## src/rtl/pred_check_pkg.sv

```systemverilog
// Shared types for the PC prediction checker: FSM states, PC and counter widths.
package pred_check_pkg;

  localparam int unsigned PC_W  = 64;
  localparam int unsigned CNT_W = 32;

  typedef logic [PC_W-1:0]  pc_t;
  typedef logic [CNT_W-1:0] cnt_t;

  typedef enum logic [1:0] {
    RUN   = 2'd0,
    FLUSH = 2'd1,
    ACK   = 2'd2
  } state_t;

endpackage

```

## src/rtl/pred_check_fifo.sv

```systemverilog
// Prediction FIFO: DEPTH x 64, first-word-fall-through head, synchronous flush.
module pred_fifo
  import pred_check_pkg::*;
#(
  parameter int unsigned DEPTH = 4
) (
  input  logic clk,
  input  logic rst_n,
  input  logic push,
  input  logic pop,
  input  logic flush,
  input  pc_t  din,
  output pc_t  dout,
  output logic full,
  output logic empty
);

  localparam int unsigned AW = (DEPTH > 1) ? $clog2(DEPTH) : 1;
  localparam logic [AW:0] FULL_CNT = (AW + 1)'(DEPTH);

  pc_t           mem [DEPTH];
  logic [AW-1:0] wr_ptr;
  logic [AW-1:0] rd_ptr;
  logic [AW:0]   count;
  logic          do_push;
  logic          do_pop;

  assign full  = (count == FULL_CNT);
  assign empty = (count == '0);
  assign dout  = mem[rd_ptr];

  // A push into a full FIFO is accepted only when a pop frees a slot the same edge.
  assign do_push = push && (!full || pop);
  assign do_pop  = pop && !empty;

  always_ff @(posedge clk) begin
    if (do_push && !flush) begin
      mem[wr_ptr] <= din;
    end
  end

  always_ff @(posedge clk or negedge rst_n) begin
    if (!rst_n) begin
      wr_ptr <= '0;
      rd_ptr <= '0;
      count  <= '0;
    end else if (flush) begin
      wr_ptr <= '0;
      rd_ptr <= '0;
      count  <= '0;
    end else begin
      if (do_push) begin
        wr_ptr <= wr_ptr + 1'b1;
      end
      if (do_pop) begin
        rd_ptr <= rd_ptr + 1'b1;
      end
      case ({do_push, do_pop})
        2'b10:   count <= count + 1'b1;
        2'b01:   count <= count - 1'b1;
        default: count <= count;
      endcase
    end
  end

endmodule

```

## src/rtl/pred_check.sv

```systemverilog
// Compares predicted PCs from iu against committed PCs; raises miss until iu re-syncs.
module pred_check
  import pred_check_pkg::*;
#(
  parameter int unsigned DEPTH = 4
) (
  input  logic        clk,
  input  logic        rst_n,
  input  logic [63:0] pc_pre,
  input  logic        pc_pre_oe,
  input  logic        commit_valid,
  input  logic [63:0] commit_pc,
  output logic        miss,
  output logic [63:0] pc_curr,
  output logic [31:0] hit_cnt,
  output logic [31:0] miss_cnt,
  output logic [31:0] skip_cnt,
  output logic        overflow
);

  state_t state;
  state_t state_nx;

  pc_t  fifo_head;
  logic fifo_full;
  logic fifo_empty;
  logic fifo_push;
  logic fifo_pop;
  logic fifo_flush;

  logic in_run;
  logic hit;
  logic mism;
  logic skip;
  logic ovf_set;

  pred_fifo #(
    .DEPTH (DEPTH)
  ) u_fifo (
    .clk   (clk),
    .rst_n (rst_n),
    .push  (fifo_push),
    .pop   (fifo_pop),
    .flush (fifo_flush),
    .din   (pc_pre),
    .dout  (fifo_head),
    .full  (fifo_full),
    .empty (fifo_empty)
  );

  always_ff @(posedge clk or negedge rst_n) begin
    if (!rst_n) begin
      state <= RUN;
    end else begin
      state <= state_nx;
    end
  end

  always_comb begin
    in_run     = (state == RUN);
    fifo_push  = in_run && pc_pre_oe;
    fifo_pop   = in_run && commit_valid && !fifo_empty;
    hit        = fifo_pop && (fifo_head == commit_pc);
    mism       = fifo_pop && (fifo_head != commit_pc);
    skip       = commit_valid && !fifo_pop;
    // Flushing outside RUN keeps the FIFO empty regardless of what iu sends.
    fifo_flush = mism || !in_run;
    ovf_set    = fifo_push && fifo_full && !fifo_pop;
    state_nx   = state;
    case (state)
      RUN:     if (mism)      state_nx = FLUSH;
      FLUSH:   if (pc_pre_oe) state_nx = ACK;
      ACK:                    state_nx = RUN;
      default:                state_nx = RUN;
    endcase
  end

  assign miss = (state != RUN);

  always_ff @(posedge clk or negedge rst_n) begin
    if (!rst_n) begin
      pc_curr  <= '0;
      hit_cnt  <= '0;
      miss_cnt <= '0;
      skip_cnt <= '0;
      overflow <= 1'b0;
    end else begin
      if (commit_valid) begin
        pc_curr <= commit_pc;
      end
      if (hit) begin
        hit_cnt <= hit_cnt + 1'b1;
      end
      if (mism) begin
        miss_cnt <= miss_cnt + 1'b1;
      end
      if (skip) begin
        skip_cnt <= skip_cnt + 1'b1;
      end
      if (ovf_set) begin
        overflow <= 1'b1;
      end
    end
  end

endmodule
```

## config.mk

```make
export PLATFORM = sky130hd
export DESIGN_NAME = pred_check
export DESIGN_NICKNAME = d
export VERILOG_FILES = /design/src/rtl/pred_check_pkg.sv /design/src/rtl/pred_check_fifo.sv /design/src/rtl/pred_check.sv
export SDC_FILE = /design/constraint.sdc
export NUM_CORES = 1
export LEC_CHECK = 0
export ABC_AREA = 1
export CORE_UTILIZATION = 55
export CTS_BUF_LIST = sky130_fd_sc_hd__clkbuf_8 sky130_fd_sc_hd__clkbuf_16
export DETAILED_ROUTE_END_ITERATION = 7
export DONT_BUFFER_PORTS = 1
export PLACE_DENSITY = 0.75
export SYNTH_ARGS = -nofsm -noshare
export SYNTH_HDL_FRONTEND = slang
export SYNTH_SLANG_ARGS = --single-unit
```

## constraint.sdc

```tcl
create_clock -name clk -period 6.7 [get_ports clk]
set_input_delay 1.675 -clock clk [delete_from_list [all_inputs] [get_ports clk]]
set_output_delay 1.675 -clock clk [all_outputs]
set_load 0.01 [all_outputs]
```

; ---- After elaboration in Yosys (flattened, before gate mapping)
; Memories as Yosys holds them, arrays and structs flattened.
; Cells that the tools add are included.
[word_totals]
ram_bits = 256
out_inout_bits = 162
n_memories = 1
regBits = 170
word_cells = 61
inputBits = 132
[memory_table]
columns = memory, words, word_bits, read_ports, rd_clocked_by_memory_dff, wr, line_no
row1 = u_fifo.mem, 4, 64, 1, 0, 1, pred_check_fifo.sv:21  ; pc_t mem [DEPTH];
[op_classes]
muxes = 11
addsub = 7
n_reduce_logical = 25
eq_ne = 8
[op_table]
columns = op, count
row1 = "32-bit by 1-bit adder with 32-bit output, second input constant", 3
row2 = 64-bit equality test, 1
row3 = 64-bit inequality test, 1
row4 = 2-bit two-way mux, 6
row5 = 1-bit logical AND, 11
row6 = 3-bit one-hot mux with 2 select lines, 1
row7 = 2-bit nonzero test, 3
row8 = 1-bit logical NOT, 5
row9 = "2-bit by 1-bit adder with 2-bit output, second input constant", 2
row10 = "2-bit by 1-bit equality test with 1-bit output, second input constant", 2
row11 = 2-bit one-hot mux with 2 select lines, 1
row12 = "3-bit by 1-bit adder with 3-bit output, second input constant", 1
row13 = "3-bit equality test, second input constant", 1
row14 = 3-bit logical NOT, 1
row15 = 3-bit two-way mux, 1
row16 = 3-bit nonzero test, 1
row17 = "3-bit by 1-bit subtractor with 3-bit output, second input constant", 1
row18 = "2-bit equality test, second input constant", 1
row19 = 2-bit logical NOT, 1
row20 = 1-bit logical OR, 2
row21 = 1-bit two-way mux, 2
row22 = "2-bit by 1-bit inequality test with 1-bit output, second input constant", 1
row23 = "2-bit inequality test, second input constant", 1
row24 = 2-bit AND reduction, 1

; ---- Logic depth before layout (Yosys ltp)
; Gate-level depths: netlist of run 1.
[logic_depth]
depth_word = 9
ltp_mapped = 19
ltp_nobuf = 16

; ---- Modules after synthesis
; From an unflattened synthesis of run 1, not the netlist that was laid out.
[unflattened]
hier_cells = 2106
hier_area_um2 = 19683.9
[by_module_without_submodules]
columns = mod, area_each_um2, n_inst, seq_area_each_um2, cells_per_inst
row1 = pred_fifo, 9968.3, 1, 7862.5, 686
row2 = pred_check, 9715.6, 1, 4078.9, 1420

; ---- Worst setup path after synthesis of run 1
; OpenSTA, ideal clock, no wires.
[synth_timing]
path_kind = input -> register
from = input commit_pc[18]
to = memory u_fifo.mem[0][0] (netlist bit), enable pin
setup_ps = 486
arrival_time_ps = 5242
path_buffers = 0
setup_slack_ps = 971
cell_stages = 11
required_ps = 6214
path_cell_list = nand3b_1 nand2_1 nor2_1 nand2_1 nor2_1 nand2_1 nor2_1 nand2_1 nand2_1 nand2_1 nor2_1
[synth_via]
elab_chain_len = 7
[synth_lines]
columns = element, line_no
row1 = "start, declared", pred_check.sv:12  ; input logic [63:0] commit_pc,
row2 = 64-bit inequality test, pred_check.sv:64  ; mism = fifo_pop && (fifo_head != commit_pc);
row3 = 1-bit logical AND, pred_check.sv:64
row4 = 1-bit logical OR, pred_check.sv:67  ; fifo_flush = mism || !in_run;
row5 = 1-bit logical NOT, pred_check_fifo.sv:37  ; if (do_push && !flush) begin
row6 = 1-bit logical AND, pred_check_fifo.sv:37
row7 = 1-bit two-way mux, pred_check_fifo.sv:37
row8 = 1-bit two-way mux (not written as such), pred_check_fifo.sv:38  ; mem[wr_ptr] <= din;
row9 = "end, declared", pred_check_fifo.sv:21
; No other way between the ends.

; ---- Worst setup path in the final report of run 1
[layout_timing]
from = register u_fifo.rd_ptr[0]
to = memory u_fifo.mem[0][6] (netlist bit), enable pin
[layout_via]
elab_chain_len = 8
[layout_lines]
columns = element, line_no
row1 = "start, declared", pred_check_fifo.sv:23  ; logic [AW-1:0] rd_ptr;
row2 = "start signal, assigned", pred_check_fifo.sv:56  ; rd_ptr <= rd_ptr + 1'b1;
row3 = memory 4 x 64 bit, -
row4 = 64-bit inequality test, pred_check.sv:64
row5 = 1-bit logical AND, pred_check.sv:64
row6 = 1-bit logical OR, pred_check.sv:67
row7 = 1-bit logical NOT, pred_check_fifo.sv:37
row8 = 1-bit logical AND, pred_check_fifo.sv:37
row9 = 1-bit two-way mux, pred_check_fifo.sv:37
row10 = 1-bit two-way mux (not written as such), pred_check_fifo.sv:38
; No other way between the ends.

==> results of run 1 <==
## tightest hold or removal path: cells and delay by family (launching register included)
kind          cells  cell delay [ps]
flops             1              340
simple gates      2              100
buf+inv           1               40
## cell usage in the layout, fill, tap and decap left out, types with 21 or more instances in the layout
cell       count
nand2_1      880
edfxtp_1     256
dfrtp_1      168
nand3_1      159
nor2_1       115
inv_1        105
nand3b_1      62
xor2_1        62
clkbuf_16     43
nor3_1        37
o21ai_0       26
nand4_1       21
## power breakdown
part | total (mW) | internal (mW) | switching (mW)
registers | 3.42 | 3.18 | 0.240
clock network | 2.43 | 1.43 | 0.998
logic | 0.869 | 0.269 | 0.599
total | 6.72 | 4.88 | 1.84
## area by class of cell
cell class / count / area, um^2 / area share [%]
Sequential cell: 426 / 11900 / 56.7
Clock inverter: 30 / 287 / 1.36
Inverter: 102 / 385 / 1.83
Timing Repair Buffer: 11 / 108 / 0.511
Multi-Input combinational cell: 1445 / 6610 / 31.4
Clock buffer: 49 / 1160 / 5.50
Tap cell: 455 / 569 / 2.70
## worst max-delay path by stage
stage / from / to / slack, ps
2_1_floorplan: commit_pc[18] / u_fifo.mem[0][0] / 970
3_3_place_gp: u_fifo.rd_ptr[0] / u_fifo.mem[0][56] / 1670
3_5_place_dp: u_fifo.rd_ptr[0] / u_fifo.mem[0][59] / 1630
4_1_cts: u_fifo.rd_ptr[0] / u_fifo.mem[0][6] / 1620
5_1_grt: u_fifo.rd_ptr[0] / u_fifo.mem[0][6] / 1130
6_report: u_fifo.rd_ptr[0] / u_fifo.mem[0][6] / 1520
## flip-flops by register name, indices dropped and copies added (netlist names)
register	count
u_fifo.count	3
hit_cnt	32
u_fifo.rd_ptr	2
state	2
miss_cnt	32
pc_curr	64
skip_cnt	32
u_fifo.wr_ptr	2
u_fifo.mem	256
overflow	1
## logic make-up after synthesis
| family | synth area share (%) |
|---|---|
| compound gates | 1.36 |
| buf+inv | 3.69 |
| xor+xnor | 3.73 |
| simple gates | 28.6 |
| fa+ha+maj | 0.559 |
| flops | 62.1 |
## metal layers
metal / track usage, % / wire length (um) / up-vias / share of wire [%]
li1: - / - / 6694 / -
met3: 8.27 / 4510 / 107 / 9.8
met1: 31.0 / 18300 / 6719 / 40
met2: 42.0 / 21500 / 525 / 47
met4: 10.4 / 1780 / 2 / 3.9
met5: 1.37 / 66 / - / 0.14
## through the flow
| step | setup WS (ps) | total power [mW] | cell area (um^2) |
|---|---|---|---|
| 2_1_floorplan | 971 | 4.07 | 19200 |
| 3_3_place_gp | 1670 | 4.29 | 19600 |
| 3_5_place_dp | 1630 | 4.33 | 19600 |
| 4_1_cts | 1620 | 6.76 | 21100 |
| 5_1_grt | 1130 | 7.00 | 21100 |
| 6_report | 1520 | 6.72 | 21100 |
==> out/metrics.yaml, run 1 <==
status:
  status: "completed"
synthesis:
  syn_area_per_cell_um2: 9.42
  synth_ff_type: "edfxtp_1"
  ys_top_cells_by_count: "nand2_1 (880), edfxtp_1 (256), dfrtp_1 (170)"
  ys_warn_count: 0
  synth.distinct_cells: 30
  async_reset_ff_share_pct: 39.9
  yosysTopAreaCell: "edfxtp_1"
  synth_cells: 2041
  ys_top_cells_by_area: "edfxtp_1 (40%), dfrtp_1 (22%), nand2_1 (17%)"
  synth_top_area_share_pct: 40.0
  syn_nets: 2181
  ys_seq_area_share_pct: 62.1
  synth.most_common_cell: "nand2_1"
  ys_ff_latch: 426
  synth_edf_count: 256
  syn-cell-area_um2: 19200
placement:
  dp_cells: 2439
  place.gp.congestion: 0.947
  place.port_buffers: 0
  dpl.hpwl_um: 30000
clock_network:
  cts_buffer_depth: 3
  hold_buffers: 0
  clkLatencyLatePin_ps: 560
  cts-buffers-inserted: 43
  numClockSinks: 426
  cts_setup_buffers: 0
  ctsHtreeMaxLevel: 2
  cts.repair.resized: 0
  path_clk_slew_ps: 60
  cts_tree: "done"
  root_buffer: "clkbuf_16"
critical_path:
  path_cells: "inv_4, buf_12, nand2_1, nand3_1, nand2_1, nand2_1, nand2_1, nor2_1, nand2_1, nor2_1, nand2_1, nor2_1, nand2_1, nand2_1, buf_4, nand2_1, nor2_4, buf_12"
  crit_buf_inv: 4
  crit_top_cell: "nand2_1"
  crit_slowest_cell: "nor2_4"
  reg2reg_to: "u_fifo.mem[0][6]"
  worst_path_largest_cell_delay_ps: 880
  r2r-start: "u_fifo.rd_ptr[0]"
  startpoint_type: "flop"
  required_ps: 6940
  cp_top_family: "simple AND/OR/NAND/NOR gates"
  cp-end-kind: "flop"
  r2r_slack_ps: 1520
  crit_type: "flop to flop"
  reg2reg_depth: 18
  worstPathArrival_ps: 5420
  cp.depth: 18
  cp_max_fo: 72
global_route:
  overflow: 0
  grt_max_degree: 171
  grtUsageTotal_pct: 25.5
  antenna_found_initial: 0
  grt_pass1_vias: 13700
  grt_pass1_wl_um: 71300
floorplanning:
  core-area_um2: 34500
  ios: 294
  rows: 68
  initial_core_util_pct: 55.8
  die_y_um: 189
  die_x_um: 189
  dieArea_um2: 35700
hold_path:
  hold_depth: 3
  hold_path.class: "flop to flop"
  holdCritStartpoint: "state[1]"
  whs_endpoint: "state[1]"
cells_and_area:
  fin_util_pct: 61.1
  syn2layout_area_growth_pct: 9.53
  finalNetCount: 2169
  fillers: 2757
  antenna_cells: 0
  drive_gt1_share_pct: 4.41
  final-instance-count-excl-fill: 2518
timing:
  tns_ps: 0
  finalSetupViolations: 0
  fin_skew_ps: 19.3
  holdWs_ps: 516
  rsz0062_at_grt: "false"
  relSlewSlack_pct: 28.9
  timing.fmax_ghz: 0.193
  worst_pin_slew_ps: 1060
  hold_viol_final: 0
  drv_slew: 0
  period_needed_ps: 5180
  timing.final.crit_share_pct: 77.2
flow_run:
  cap_violations: 0
drt:
  post_drt_wl_per_cell_um: 18.3
  vias: 14000
  vias_per_cell: 5.58
  route.final.wire_length_um: 46200
  drc: 0
  dr.pass1.iters: 5
  drt_iter0_drc: 970
  ant_nets: 0
power:
  p_leak_nw: 8.93
  power_density_nw_per_um2: 319
  ir_drop_v: 0.000242
No activity file was read; power rests on OpenSTA's default activity.
==> inputs of run 2 (changes only) <==
- clock period: 6.7 -> 5.3 ns (I/O delays scaled with it)
==> run 2 against run 1 <==
Against the previous run: via count rose by 0.73%; critical path depth is 1 lower; combinational power grew 29%; first-iteration DRC count fell by 8.6%; cell count up 0.32%; design area rose by 0.88%; routed wire length increased by 2.4%; clock-buffer cell count grew 1; sequential share of layout area is 0.49 points lower; fmax increased by 21%; global-route usage increased by 0.91 points; critical endpoint is now u_fifo.mem[2][8].
==> out/metrics.yaml, run 2 (same netlist as run 1, synthesis figures left out) <==
cells_and_area:
  finalNetCount: 2176  # +0.32%
  largest-register: "u_fifo.mem"
  drive_gt1_share_pct: 5.26  # +0.85 points
  fin_util_pct: 61.7  # +0.54 points
  mostFrequentLayoutCells: "nand2_1 (880), edfxtp_1 (256), dfrtp_1 (168), nand3_1 (159), nor2_1 (115)"
  stdcell_area_um2: 21300  # +0.88%
  seqCellArea_um2: 11900  # unchanged
  top_regs: "u_fifo.mem (256), pc_curr (64)"
  largest_reg_flops: 256  # unchanged
  fillers: 2707  # -1.8%
  multi_input_area_um2: 6610  # unchanged
  antenna_cells: 0  # unchanged
  mostFrequentLayoutCell: "nand2_1"
  syn2layout_area_growth_pct: 10.5
timing:
  period_needed_ps: 4270  # -901 ps
  worst_pin_slew_ps: 849  # -215 ps
  hold_viol_final: 0  # unchanged
  fin_skew_ps: 21.6  # +2.28 ps
  tns_ps: 0  # unchanged
  drv_slew: 0  # unchanged
  timing.fmax_ghz: 0.234  # +21%
  relSlewSlack_pct: 43.4  # +15 points
  rsz0062_at_grt: "false"
  timing.final.crit_share_pct: 80.7  # +3.4 points
  finalSetupViolations: 0  # unchanged
critical_path:
  crit_buf_inv: 3  # -1
  cp-end-kind: "flop"
  worstPathArrival_ps: 4500  # -920 ps
  cp_max_fo: 49  # -32%
  startpoint_type: "flop"
  required_ps: 5530  # -1410 ps
  crit_top_cell: "nand2_1"
  crit_slowest_cell: "dfrtp_4"
  path_cells: "inv_4, buf_4, nand2_1, nand3_1, nand2_1, nand2_1, nand2_1, nor2_1, nand2_1, nor2_1, nand2_1, nor2_1, nand2_1, nand2_1, nand2_1, nor2_4, buf_12"
  worst_path_largest_cell_delay_ps: 680  # -200 ps
  cp_top_family: "simple AND/OR/NAND/NOR gates"
  crit_type: "flop to flop"
global_route:
  overflow: 0  # unchanged
  grt_max_degree: 171  # unchanged
  grt_pass1_wl_um: 73700  # +3.3%
  antenna_found_initial: 1  # +1
  grt_pass1_vias: 13900  # +1.8%
  grtUsageTotal_pct: 26.5  # +0.91 points
hold_path:
  hold_path.class: "input pin to asynchronous set/reset pin"
clock_network:
  cts_tree: "done"
  ctsHtreeMaxLevel: 2  # unchanged
  cts_buffer_depth: 3  # unchanged
  hold_buffers: 0  # unchanged
  numClockSinks: 426  # unchanged
  clkLatencyLatePin_ps: 570  # about the same
  cts.repair.resized: 0  # unchanged
  path_clk_slew_ps: 60  # about the same
  cts_setup_buffers: 0  # unchanged
  cts-buffers-inserted: 44  # +2.3%
  root_buffer: "clkbuf_16"
power:
  power.share.combinational_pct: 12.8  # about the same
  power_density_nw_per_um2: 412  # +29%
  power.share.sequential_pct: 49.4  # -1.5 points
  switchingPower_mw: 2.40  # +30%
  p_int_mw: 6.36  # +30%
  clkPwrFrac_pct: 37.8  # +1.6 points
  p_leak_nw: 9.00  # +0.75%
  ir_drop_v: 0.000277  # +14%
  power.share.switching_pct: 27.4  # about the same
drt:
  post_drt_wl_per_cell_um: 18.7  # +2.1%
  dr.pass1.iters: 5  # unchanged
  drc: 0  # unchanged
  ant_nets: 0  # unchanged
  vias: 14100  # +0.73%
  drt_iter0_drc: 887  # -8.6%
  route.final.wire_length_um: 47300  # +2.4%
  vias_per_cell: 5.60  # +0.41%
placement:
  place.port_buffers: 0  # unchanged
  place.gp.congestion: 0.940  # -0.78%
  placed_cell_area_um2: 19700  # +0.29%
  dpl.hpwl_um: 31600  # +5.2%
status:
  status: "completed"
floorplanning:
  die_y_um: 189  # unchanged
  dieArea_um2: 35700  # unchanged
  die_x_um: 189  # unchanged
  ios: 294  # unchanged
  core-area_um2: 34500  # unchanged
  initial_core_util_pct: 55.8  # unchanged
  rows: 68  # unchanged
flow_run:
  cap_violations: 0  # unchanged
run 2: changes by cell type in the layout (fill, tap and decap cells not counted), moves of 2 or more:
cell | previous run | this run
inv_1 | 105 | 99
buf_4 | 9 | 14
clkinv_1 | 6 | 2
clkinvlp_4 | 1 | 5
bufinv_16 | 5 | 8
clkinv_2 | 7 | 9
inv_6 | 1 | 3
run 2: area by class of cell:
type	instances	share of cell area (%)
Clock buffer	50	5.57
Clock inverter	31	1.83
Inverter	102	1.81
Multi-Input combinational cell	1445	31.1
Sequential cell	426	56.2
Tap cell	455	2.68
Timing Repair Buffer	17	0.777
run 2: per-stage QoR:
step	total power [mW]	setup slack (ps)	std cells	hold WS, ps
after floorplan	5.15	-78.7	2041	484
after global placement	5.44	1150	2445	496
after detailed placement	5.50	1100	2445	513
after CTS	8.81	1060	2526	432
after global routing	9.14	749	2526	434
final	8.76	1030	2526	464
run 2: path summary, 6_finish.rpt:
check,from,end,slack (ps),depth (start not counted)
max,u_fifo.rd_ptr[0],u_fifo.mem[2][8],1030,17
min,rst_n,pc_curr[18],460,0
max reg2reg,u_fifo.rd_ptr[0],u_fifo.mem[2][8],1030,17
min reg2reg,state[1],state[1],520,3
max in group asynchronous,rst_n,pc_curr[58],4670,0
min in group clk,state[1],state[1],520,3
run 2: power by group through the flow:
stage          logic, mW  clock network [mW]  registers, mW
3_5_place_dp        1.11                   0           4.39
6_report            1.12                3.31           4.33
5_1_grt             1.27                3.49           4.37
4_1_cts             1.12                3.37           4.33
2_1_floorplan      0.812                   0           4.34
3_3_place_gp        1.07                   0           4.37
run 2: per-layer routing:
metal  global-route usage, %  vias up  share of wire, %
li1                        -     6695                 -
met1                    31.6     6746                38
met2                    44.1      617                48
met3                    9.14       91                11
met4                    10.2        0               3.0
met5                       0        -                 0
==> inputs of run 3 (changes only) <==
- PLACE_DENSITY: 0.75 -> 0.78
- clock period: 5.3 -> 3.4 ns (I/O delays scaled with it)
==> run 3 against run 2 <==
Against the previous run: the run now ends with hold timing left; critical path type unchanged; clock skew is 8.4 ps higher; cell count up 0.16%; routed wire length is 0.43% higher; critical path depth did not move; design area up 0.23%; sequential cell count is the same; sequential share of layout area down 0.13 points; highest routed layer unchanged; first-iteration DRC count up 6.5%; via count down 0.42%; clock power is 46% higher; clock-buffer cell count grew 4; sequential power is 55% higher.
==> out/metrics.yaml, run 3 (same netlist as run 1, synthesis figures left out) <==
global_route:
  grt_max_degree: 171  # unchanged
  overflow: 0  # unchanged
  grtUsageTotal_pct: 26.7  # +0.28 points
  antenna_found_initial: 0  # -1
  grt_pass1_wl_um: 74400  # +1.0%
  grt_pass1_vias: 13800  # -0.60%
critical_path:
  required_ps: 3640  # -1890 ps
  startpoint_type: "flop"
  r2r_slack_ps: 190  # -840 ps
  reg2reg_to: "u_fifo.mem[3][54]"
  startpoint: "u_fifo.rd_ptr[0]"
  reg2reg_depth: 17  # unchanged
  cp_max_fo: 58  # +18%
  cp-end-kind: "flop"
  worstPathArrival_ps: 3450  # -1050 ps
  crit_type: "flop to flop"
  crit_path_end: "u_fifo.mem[3][54]"
  r2r-start: "u_fifo.rd_ptr[0]"
floorplanning:
  die_y_um: 189  # unchanged
  dieArea_um2: 35700  # unchanged
  die_x_um: 189  # unchanged
  ios: 294  # unchanged
  initial_core_util_pct: 55.8  # unchanged
  core-area_um2: 34500  # unchanged
  rows: 68  # unchanged
timing:
  worst_slack_ps: 189  # -836 ps
  hold_viol_final: 65  # +65
  drv_slew: 0  # unchanged
  worst_pin_slew_ps: 771  # -78.5 ps
  finalSetupViolations: 0  # unchanged
  period_needed_ps: 3210  # -1060 ps
  timing.final.crit_share_pct: 94.4  # +14 points
  timing.fmax_ghz: 0.311  # +33%
  fin_skew_ps: 30.0  # +8.38 ps
  holdWs_ps: -21.2  # -485 ps
  relSlewSlack_pct: 48.1  # +4.8 points
  rsz0062_at_grt: "false"
power:
  power.share.sequential_pct: 50.5  # +1.1 points
  power_density_nw_per_um2: 626  # +52%
  p_int_mw: 9.63  # +51%
  power.share.switching_pct: 27.8  # +0.44 points
  p_leak_nw: 9.04  # +0.44%
  clkPwrFrac_pct: 36.1  # -1.7 points
  ir_drop_v: 0.000528  # +91%
  power.share.combinational_pct: 13.4  # +0.6 points
  switchingPower_mw: 3.71  # +55%
placement:
  place.port_buffers: 0  # unchanged
  place.gp.congestion: 0.943  # +0.33%
  dpl.hpwl_um: 32000  # +1.3%
  placed_cell_area_um2: 19800  # +0.72%
  preCtsSetupSlack_ps: 160  # -937 ps
drt:
  vias: 14100  # -0.42%
  drt_iter0_drc: 945  # +6.5%
  drc: 0  # unchanged
  dr.pass1.iters: 5  # unchanged
  route.final.wire_length_um: 47500  # +0.43%
  ant_nets: 0  # unchanged
  vias_per_cell: 5.57  # -0.57%
  post_drt_wl_per_cell_um: 18.8  # +0.27%
clock_network:
  numClockSinks: 426  # unchanged
  cts_setup_buffers: 0  # unchanged
  root_buffer: "clkbuf_16"
  cts_tree: "done"
  clkLatencyLatePin_ps: 570  # about the same
  cts-buffers-inserted: 44  # unchanged
  path_clk_slew_ps: 60  # about the same
  ctsHtreeMaxLevel: 2  # unchanged
  cts_buffer_depth: 3  # unchanged
status:
  violations: "hold timing"
  status: "finished with violations"
cells_and_area:
  mostFrequentLayoutCell: "nand2_1"
  antenna_cells: 0  # unchanged
  top_regs: "u_fifo.mem (256), pc_curr (64)"
  syn2layout_area_growth_pct: 10.7
  finalNetCount: 2180  # +0.18%
  largest_reg_flops: 256  # unchanged
  mostFrequentLayoutCells: "nand2_1 (879), edfxtp_1 (256), dfrtp_1 (168), nand3_1 (159), nor2_1 (115)"
  drive_gt1_share_pct: 5.25  # -0.010 points
  fillers: 2724  # +0.63%
  largest-register: "u_fifo.mem"
  stdcell_area_um2: 21300  # +0.23%
hold_path:
  hold_path.class: "input pin to asynchronous set/reset pin"
flow_run:
  cap_violations: 0  # unchanged
[run 3: cell types whose count changed in the layout (fill, tap and decap cells not counted), moves of 2 or more]
cell        before  now
clkbuf_16       44   46
buf_12           3   12
inv_1           99  105
clkinvlp_4       5    2
buf_4           14    8
bufinv_16        8    2
clkbuf_8         6    8
[run 3: layer usage]
layer | part of all wire, % | track usage [%] | up-vias | routed length [um]
met5 | 0 | 0 | - | 0
met4 | 3.0 | 9.71 | 0 | 1400
met3 | 10 | 9.06 | 95 | 4730
met1 | 39 | 32.7 | 6724 | 18600
met2 | 48 | 44.0 | 564 | 22700
li1 | - | - | 6707 | -
[run 3: metrics by stage]
step                      setup TNS (ps)  instances  power (mW)  utilization [%]  hold slack [ps]
after global routing                   0       2530        13.9             61.8            -46.3
after global placement                 0       2449        8.51             57.5              497
after CTS                              0       2530        13.4             61.8            -52.4
after detailed placement               0       2449        8.60             57.5              513
after floorplan                  -136100       2041        8.01                -              484
final                                  0       2530        13.3             61.8            -21.2
[run 3: worst max-delay path: stages (launching register included)]
cell and delay [ps]:
dfrtp_4 510, inv_4 110, buf_12 260, nand2_1 100, nand3_1 120, nand2_1 80
nand2_1 90, nand2_1 70, nor2_1 230, nand2_1 80, nor2_1 120, nand2_1 70
nor2_1 170, nand2_1 80, nand2_1 110, nand2_2 150, nor2_4 150, buf_4 340
[run 3: final cells by class]
cell class	count	area [um^2]	area share (%)
multi-input combinational	1445	6620	31.1
clock inverter	27	205	0.963
timing repair buffer	21	315	1.48
inverter	102	388	1.82
clock buffer	54	1260	5.92
tap	455	569	2.67
sequential	426	11900	56.1
[run 3: what timing repair did]
action                                  CTS  global route
resized for setup                         0             5
hold endpoints to repair                170           170
endpoints found under the setup margin    0           139
[run 3: power by group through the flow]
stage / Combinational (mW) / Clock, mW / Sequential (mW)
global route: 2.03 / 5.10 / 6.81
detailed placement: 1.77 / 0 / 6.83
global placement: 1.70 / 0 / 6.81
CTS: 1.79 / 4.90 / 6.73
finish: 1.79 / 4.82 / 6.73
floorplan: 1.28 / 0 / 6.74
[run 3: worst min-delay path by stage]
stage,from,slack (ps),endpoint
after floorplan,state[1],480,state[1]
after global placement,state[1],500,state[1]
after detailed placement,state[1],510,state[1]
after CTS,rst_n,-50,hit_cnt[27]
after global routing,rst_n,-50,hit_cnt[27]
final,rst_n,-20,hit_cnt[27]
